<file path="config.mk">
export PLATFORM = sky130hd
export DESIGN_NAME = neighbor_link_tx
export DESIGN_NICKNAME = d
export VERILOG_FILES = /design/src/rtl/helios_link_pkg.sv /design/src/rtl/neighbor_link_tx.sv
export SDC_FILE = /design/constraint.sdc
export NUM_CORES = 1
export LEC_CHECK = 0
export CAP_MARGIN = 15
export CELL_PAD_IN_SITES_DETAIL_PLACEMENT = 0
export CELL_PAD_IN_SITES_GLOBAL_PLACEMENT = 2
export CORE_UTILIZATION = 35
export CTS_BUF_LIST = sky130_fd_sc_hd__clkbuf_2
export DETAILED_ROUTE_END_ITERATION = 12
export PLACE_DENSITY = 0.82
export SLEW_MARGIN = 20
export SYNTH_ARGS = -nofsm -noshare
export SYNTH_HDL_FRONTEND = slang
export SYNTH_SLANG_ARGS = --single-unit
</file>
<file path="constraint.sdc">
create_clock -name clk -period 2.3 [get_ports clk]
set_clock_uncertainty 0.05 [all_clocks]
set_input_delay 0.46 -clock clk [delete_from_list [all_inputs] [get_ports clk]]
set_output_delay 0.46 -clock clk [all_outputs]
set_load 0.02 [all_outputs]
</file>
<file path="src/rtl/helios_link_pkg.sv">
// helios_link_pkg: definitions shared by both ends of a neighbor link that
// crosses an FPGA boundary (neighbor_link_tx and the matching receiver).
//   - link_op_e   : message opcode
//   - *_lsb/_bit  : field offsets within {opcode, odd, root, inc_count}
//   - pack_msg    : builds a message; the caller casts it to its own width
package helios_link_pkg;

  typedef enum logic [1:0] {
    OP_UPDATE = 2'b00,
    OP_INIT   = 2'b01
  } link_op_e;

  // Widest message pack_msg can build; callers truncate to their width.
  localparam int PACK_MAX_W = 64;

  function automatic int inc_lsb();
    return 0;
  endfunction

  function automatic int root_lsb(input int cw);
    return cw;
  endfunction

  function automatic int odd_bit(input int aw, input int cw);
    return aw + cw;
  endfunction

  function automatic int op_lsb(input int aw, input int cw);
    return aw + cw + 1;
  endfunction

  function automatic int msg_width(input int aw, input int cw);
    return aw + cw + 3;
  endfunction

  function automatic logic [PACK_MAX_W-1:0] field_mask(input int w);
    return (PACK_MAX_W'(1) << w) - PACK_MAX_W'(1);
  endfunction

  function automatic logic [PACK_MAX_W-1:0] pack_msg(
    input link_op_e              op,
    input logic                  odd,
    input logic [PACK_MAX_W-1:0] root,
    input logic [PACK_MAX_W-1:0] inc,
    input int                    aw,
    input int                    cw
  );
    logic [PACK_MAX_W-1:0] m;
    m = (PACK_MAX_W'(op) << op_lsb(aw, cw))
      | (PACK_MAX_W'(odd) << odd_bit(aw, cw))
      | ((root & field_mask(aw)) << root_lsb(cw))
      | ((inc & field_mask(cw)) << inc_lsb());
    return m;
  endfunction

endpackage

</file>
<file path="src/rtl/neighbor_link_tx.sv">
// neighbor_link_tx: transmit end of a neighbor link crossing an FPGA boundary.
// Coalesces changes of the local node's root / odd flag / growth pulses into
// pending state and ships compact UPDATE/INIT messages over valid/ready.
// Growth is tracked locally so is_fully_grown needs no round trip.
//
// Ports:
//   clk, reset (async, active low), initialize (new decoding round)
//   a_old_root_in, a_increase, a_is_odd_cluster : local node link inputs
//   is_fully_grown : growth >= LENGTH (combinational from growth register)
//   tx_valid/tx_ready/tx_data : message channel, tx_data = {op, odd, root, inc}
//
// Build option: NEIGHBOR_LINK_TX_PARITY_EN adds an even-parity MSB to tx_data.
module neighbor_link_tx
  import helios_link_pkg::*;
#(
  parameter  int LENGTH        = 2,
  parameter  int ADDRESS_WIDTH = 12,
  localparam int COUNTER_WIDTH = $clog2(LENGTH + 2),
  localparam int MSG_WIDTH     = 3 + ADDRESS_WIDTH + COUNTER_WIDTH,
`ifdef NEIGHBOR_LINK_TX_PARITY_EN
  localparam int DATA_W        = MSG_WIDTH + 1
`else
  localparam int DATA_W        = MSG_WIDTH
`endif
) (
  input  logic                     clk,
  input  logic                     reset,
  input  logic                     initialize,
  input  logic [ADDRESS_WIDTH-1:0] a_old_root_in,
  input  logic                     a_increase,
  input  logic                     a_is_odd_cluster,
  output logic                     is_fully_grown,
  output logic                     tx_valid,
  input  logic                     tx_ready,
  output logic [DATA_W-1:0]        tx_data
);

  typedef enum logic [1:0] {S_IDLE, S_LOAD, S_SEND} tx_state_e;

  localparam logic [COUNTER_WIDTH-1:0] LEN_C = COUNTER_WIDTH'(LENGTH);

  tx_state_e                state_q, state_d;
  logic [COUNTER_WIDTH-1:0] growth_q, growth_d;
  logic [COUNTER_WIDTH-1:0] pend_inc_q, pend_inc_d;
  logic [ADDRESS_WIDTH-1:0] shadow_root_q, shadow_root_d;
  logic                     shadow_odd_q, shadow_odd_d;
  logic                     init_pend_q, init_pend_d;
  logic                     tx_valid_q, tx_valid_d;
  logic [DATA_W-1:0]        tx_data_q, tx_data_d;

  logic                     grow;
  logic                     dirty;
  logic [MSG_WIDTH-1:0]     msg;

  always_comb begin
    state_d       = state_q;
    growth_d      = growth_q;
    pend_inc_d    = pend_inc_q;
    shadow_root_d = shadow_root_q;
    shadow_odd_d  = shadow_odd_q;
    init_pend_d   = init_pend_q;
    tx_valid_d    = tx_valid_q;
    tx_data_d     = tx_data_q;

    // Pulses past LENGTH are dropped, so pend_inc can never push the remote
    // side beyond the edge length.
    grow  = a_increase && !initialize && (growth_q < LEN_C);
    // A pulse in this cycle counts as a change so it rides in the next LOAD.
    dirty = (a_old_root_in != shadow_root_q) || (a_is_odd_cluster != shadow_odd_q)
         || (pend_inc_q != '0) || grow;

    if (init_pend_q)
      msg = MSG_WIDTH'(pack_msg(OP_INIT, 1'b0, '0, '0, ADDRESS_WIDTH, COUNTER_WIDTH));
    else
      msg = MSG_WIDTH'(pack_msg(OP_UPDATE, a_is_odd_cluster, PACK_MAX_W'(a_old_root_in),
                                PACK_MAX_W'(pend_inc_q), ADDRESS_WIDTH, COUNTER_WIDTH));

    if (grow) begin
      growth_d   = growth_q + COUNTER_WIDTH'(1);
      pend_inc_d = pend_inc_q + COUNTER_WIDTH'(1);
    end

    case (state_q)
      S_IDLE: if (dirty || init_pend_q) state_d = S_LOAD;
      S_LOAD: begin
`ifdef NEIGHBOR_LINK_TX_PARITY_EN
        tx_data_d = {^msg, msg};
`else
        tx_data_d = msg;
`endif
        tx_valid_d = 1'b1;
        state_d    = S_SEND;
        if (init_pend_q) begin
          // INIT leaves pending increases alone; they follow as an UPDATE.
          init_pend_d   = 1'b0;
          shadow_root_d = '0;
          shadow_odd_d  = 1'b0;
        end else begin
          shadow_root_d = a_old_root_in;
          shadow_odd_d  = a_is_odd_cluster;
          pend_inc_d    = grow ? COUNTER_WIDTH'(1) : '0;
        end
      end
      S_SEND: if (tx_ready) begin
        tx_valid_d = 1'b0;
        state_d    = S_IDLE;
      end
      default: state_d = S_IDLE;
    endcase

    // A new round restarts local bookkeeping but never withdraws an
    // in-flight message; the INIT goes out after it.
    if (initialize) begin
      growth_d      = '0;
      pend_inc_d    = '0;
      shadow_root_d = '0;
      shadow_odd_d  = 1'b0;
      init_pend_d   = 1'b1;
    end
  end

  always_ff @(posedge clk or negedge reset) begin
    if (!reset) begin
      state_q       <= S_IDLE;
      growth_q      <= '0;
      pend_inc_q    <= '0;
      shadow_root_q <= '0;
      shadow_odd_q  <= 1'b0;
      init_pend_q   <= 1'b0;
      tx_valid_q    <= 1'b0;
      tx_data_q     <= '0;
    end else begin
      state_q       <= state_d;
      growth_q      <= growth_d;
      pend_inc_q    <= pend_inc_d;
      shadow_root_q <= shadow_root_d;
      shadow_odd_q  <= shadow_odd_d;
      init_pend_q   <= init_pend_d;
      tx_valid_q    <= tx_valid_d;
      tx_data_q     <= tx_data_d;
    end
  end

  assign is_fully_grown = (growth_q >= LEN_C);
  assign tx_valid       = tx_valid_q;
  assign tx_data        = tx_data_q;

endmodule

</file>
==> results.cfg <==
[floorplanning]
die_h_um = 69.5
initial_utilization_pct = 36.4
ioPinCount = 37
die_x_um = 69.5
core_um2 = 4380
num_rows = 24
dieArea_um2 = 4840

[drt]
drt-pass1-iter-count = 4
routedWlPerCell_um = 14.3
ant_nets = 0
avgViaCountPerCell = 5.14
vias = 1182
totalWireLength_um = 3280
drc = 0
first_iter_violations = 42

[final_layout]
n_antenna_cell = 0
drive_above_1_share_pct = 8.43
synthToLayoutAreaGrowth_pct = 27.4
fin_nets = 197

[setup_path]
required_ns = 1.79
crit_fanout = 5
slowest_delay_ns = 0.45
cp-start-kind = register
slowest_stage = dfrtp_1
reg2reg_depth = 4
crit_type = reg -> out
cp.arrival_ns = 1.59
crit_path_end_kind = output pin
worstPathCellList = ha_1 > or2_2 > dlygate4sd2_1

[synthesis]
synth_top_family_by_area = compound AO/OA/AOI/OAI gates
async_reset_ff_share_pct = 100
synth_compound_area_share_pct = 17.1
synth_warnings = 0
synth_top_cell_area_share_pct = 58.0
synthFlopType = dfrtp_1
ys_seq_area_share_pct = 58.0
synth_mux_area_share_pct = 0.705
yosys.area_share.xor_xnor_pct = 8.23
syn_avg_cell_area_um2 = 11.5
synthTopCellsByArea = dfrtp_1, xnor2_1, a22o_1, a22oi_1, nor2_1
synth_adder_area_share_pct = 1.57
synth_seq_cells = 37
synth_edf_count = 0
synth_top_area_cell = dfrtp_1
synth_nets = 159
yosys.area_share.simple_pct = 10.0
synthCells = 139
yosysUniqueCellTypes = 27
syn_area_um2 = 1600

[clocking]
clk_path_buf_depth = 2
cts-root-buf = clkbuf_2
numClockSinks = 37
cts_setup_buffers = 0
cts_buffers = 5
clkLatencyLatePin_ns = 0.38
cts-htree-levels = 2
cts_tree = done
cts.clk_slew.worst_paths_ns = 0.18

[timing]
drv_slew = 0
timing.final.ws_setup_ns = 0.203
finalSetupViolations = 0
finalHoldViolCount = 0
worst_slew_pin_slew_ns = 0.816
fin_crit_ns = 2.10
post-route-period-util_pct = 91.2
max_slew_margin_pct = 45.6
tns_ns = 0
max_freq_mhz = 477
rsz0062_at_grt = no

[power_and_ir_drop]
p_leak_nw = 0.872
power_mw = 2.20
ir_worst_vdd_mv = 0.520
power_density_nw_per_um2 = 1080

[global_routing]
grt_pass1_wl_um = 5730
antenna_found_initial = 0
grt_max_degree = 38
grt_usage_pct = 15.2
grt_pass1_vias = 1212
gr-total-overflow = 0

[run_status]
outcome = finished, final reports clean

[place]
dp_slack_ns = 0.402
place_hpwl_um = 2260
port_buffers = 35
gp_congestion = 0.708

[flow_run]
maxCapViolations = 0

[hold_path]
hp-class = in -> async
## cells in the mapped netlist (2+ instances only)
cell type and instances:
a21oi_1 4, a22o_1 13, a22oi_1 13, buf_2 5
buf_4 2, clkbuf_1 2, dfrtp_1 37, ha_1 2
inv_1 5, nand2_1 3, nand2b_1 3, nand4_1 2
nor2_1 17, nor3_1 2, o21ai_0 2, o31ai_1 2
xnor2_1 15
## cells in the final DEF (no fill, tap or decap), drive strengths merged, types with 2 or more instances in the layout
cell type / instances
o21ai: 2
dfrtp: 37
xnor2: 15
a22o: 13
a21oi: 4
clkinv: 3
inv: 5
nand2b: 3
nor2: 18
o31ai: 2
ha: 2
buf: 6
clkbuf: 5
nand2: 3
nand4: 2
clkdlybuf4s50: 33
a22oi: 13
nor3: 2
## report_power, final
group,leakage (nW),internal [mW],switching [mW]
clock,0.0278,0.0666,0.206
sequential,0.494,0.836,0.134
combinational,0.351,0.473,0.485
## per-stage QoR
step | hold WS, ns | cell area, um2 | utilization [%] | std cells
detailed placement | 0.432 | 2000 | 45.5 | 222
global route | 0.124 | 2030 | 46.4 | 230
floorplan | 0.114 | 1600 | - | 139
finish | 0.0925 | 2030 | 46.4 | 230
global placement | 0.410 | 2000 | 45.5 | 222
CTS | 0.105 | 2030 | 46.4 | 230
## layer usage
metal | share of wire [%] | vias up | global-route usage (%)
li1 | - | 560 | -
met1 | 48 | 582 | 21.6
met2 | 46 | 33 | 21.7
met3 | 4.3 | 7 | 4.22
met4 | 1.7 | 0 | 6.80
met5 | 0 | - | 0
## sequential cells by signal, summed over array words and instances (netlist names)
name	flops
pend_inc_q	2
tx_data	16
shadow_root_q	12
tx_valid	1
growth_q	2
shadow_odd_q	1
state_q	2
init_pend_q	1
## worst paths after layout
check                                               end  slack (ns)                    start
max                                      is_fully_grown        0.20  growth_q[1]$_DFFE_PN0P_
max reg2reg                shadow_root_q[1]$_DFFE_PN0P_        0.58   state_q[1]$_DFFE_PN0P_
min in group clk                 tx_data[0]$_DFFE_PN0P_        0.47   tx_data[0]$_DFFE_PN0P_
min                              state_q[1]$_DFFE_PN0P_        0.09                    reset
max in group asynchronous      shadow_odd_q$_DFFE_PN0P_        1.59                    reset
min reg2reg                      tx_data[0]$_DFFE_PN0P_        0.47   tx_data[0]$_DFFE_PN0P_
## kinds of logic after synthesis
| family | after synthesis |
|---|---|
| other cells | 1 |
| mux | 1 |
| xor+xnor | 15 |
| flops | 37 |
| simple gates | 33 |
| compound gates | 36 |
| buf+inv | 14 |
| fa+ha+maj | 2 |
## worst max-delay path, delay by kind of cell, from the launching register on
kind          cells  cell delay, ns
simple gates      1            0.26
flops             1            0.45
buf+inv           1            0.32
fa+ha+maj         1            0.19
## cell type report
cell class	instances	area (um2)
clock buffers	5	25.0
clock inverters	3	12.5
fillers	419	2350
inverters	5	18.8
multi-input cells	88	604
flip-flops and latches	37	926
well taps	52	65.1
repair buffers	40	382
## timing repair
action | in CTS | in global routing
endpoints found under the setup margin | 1 | 0
gates resized for setup | 1 | 0
hold buffers | 0 | 0
(Power assumes the default switching activity.)
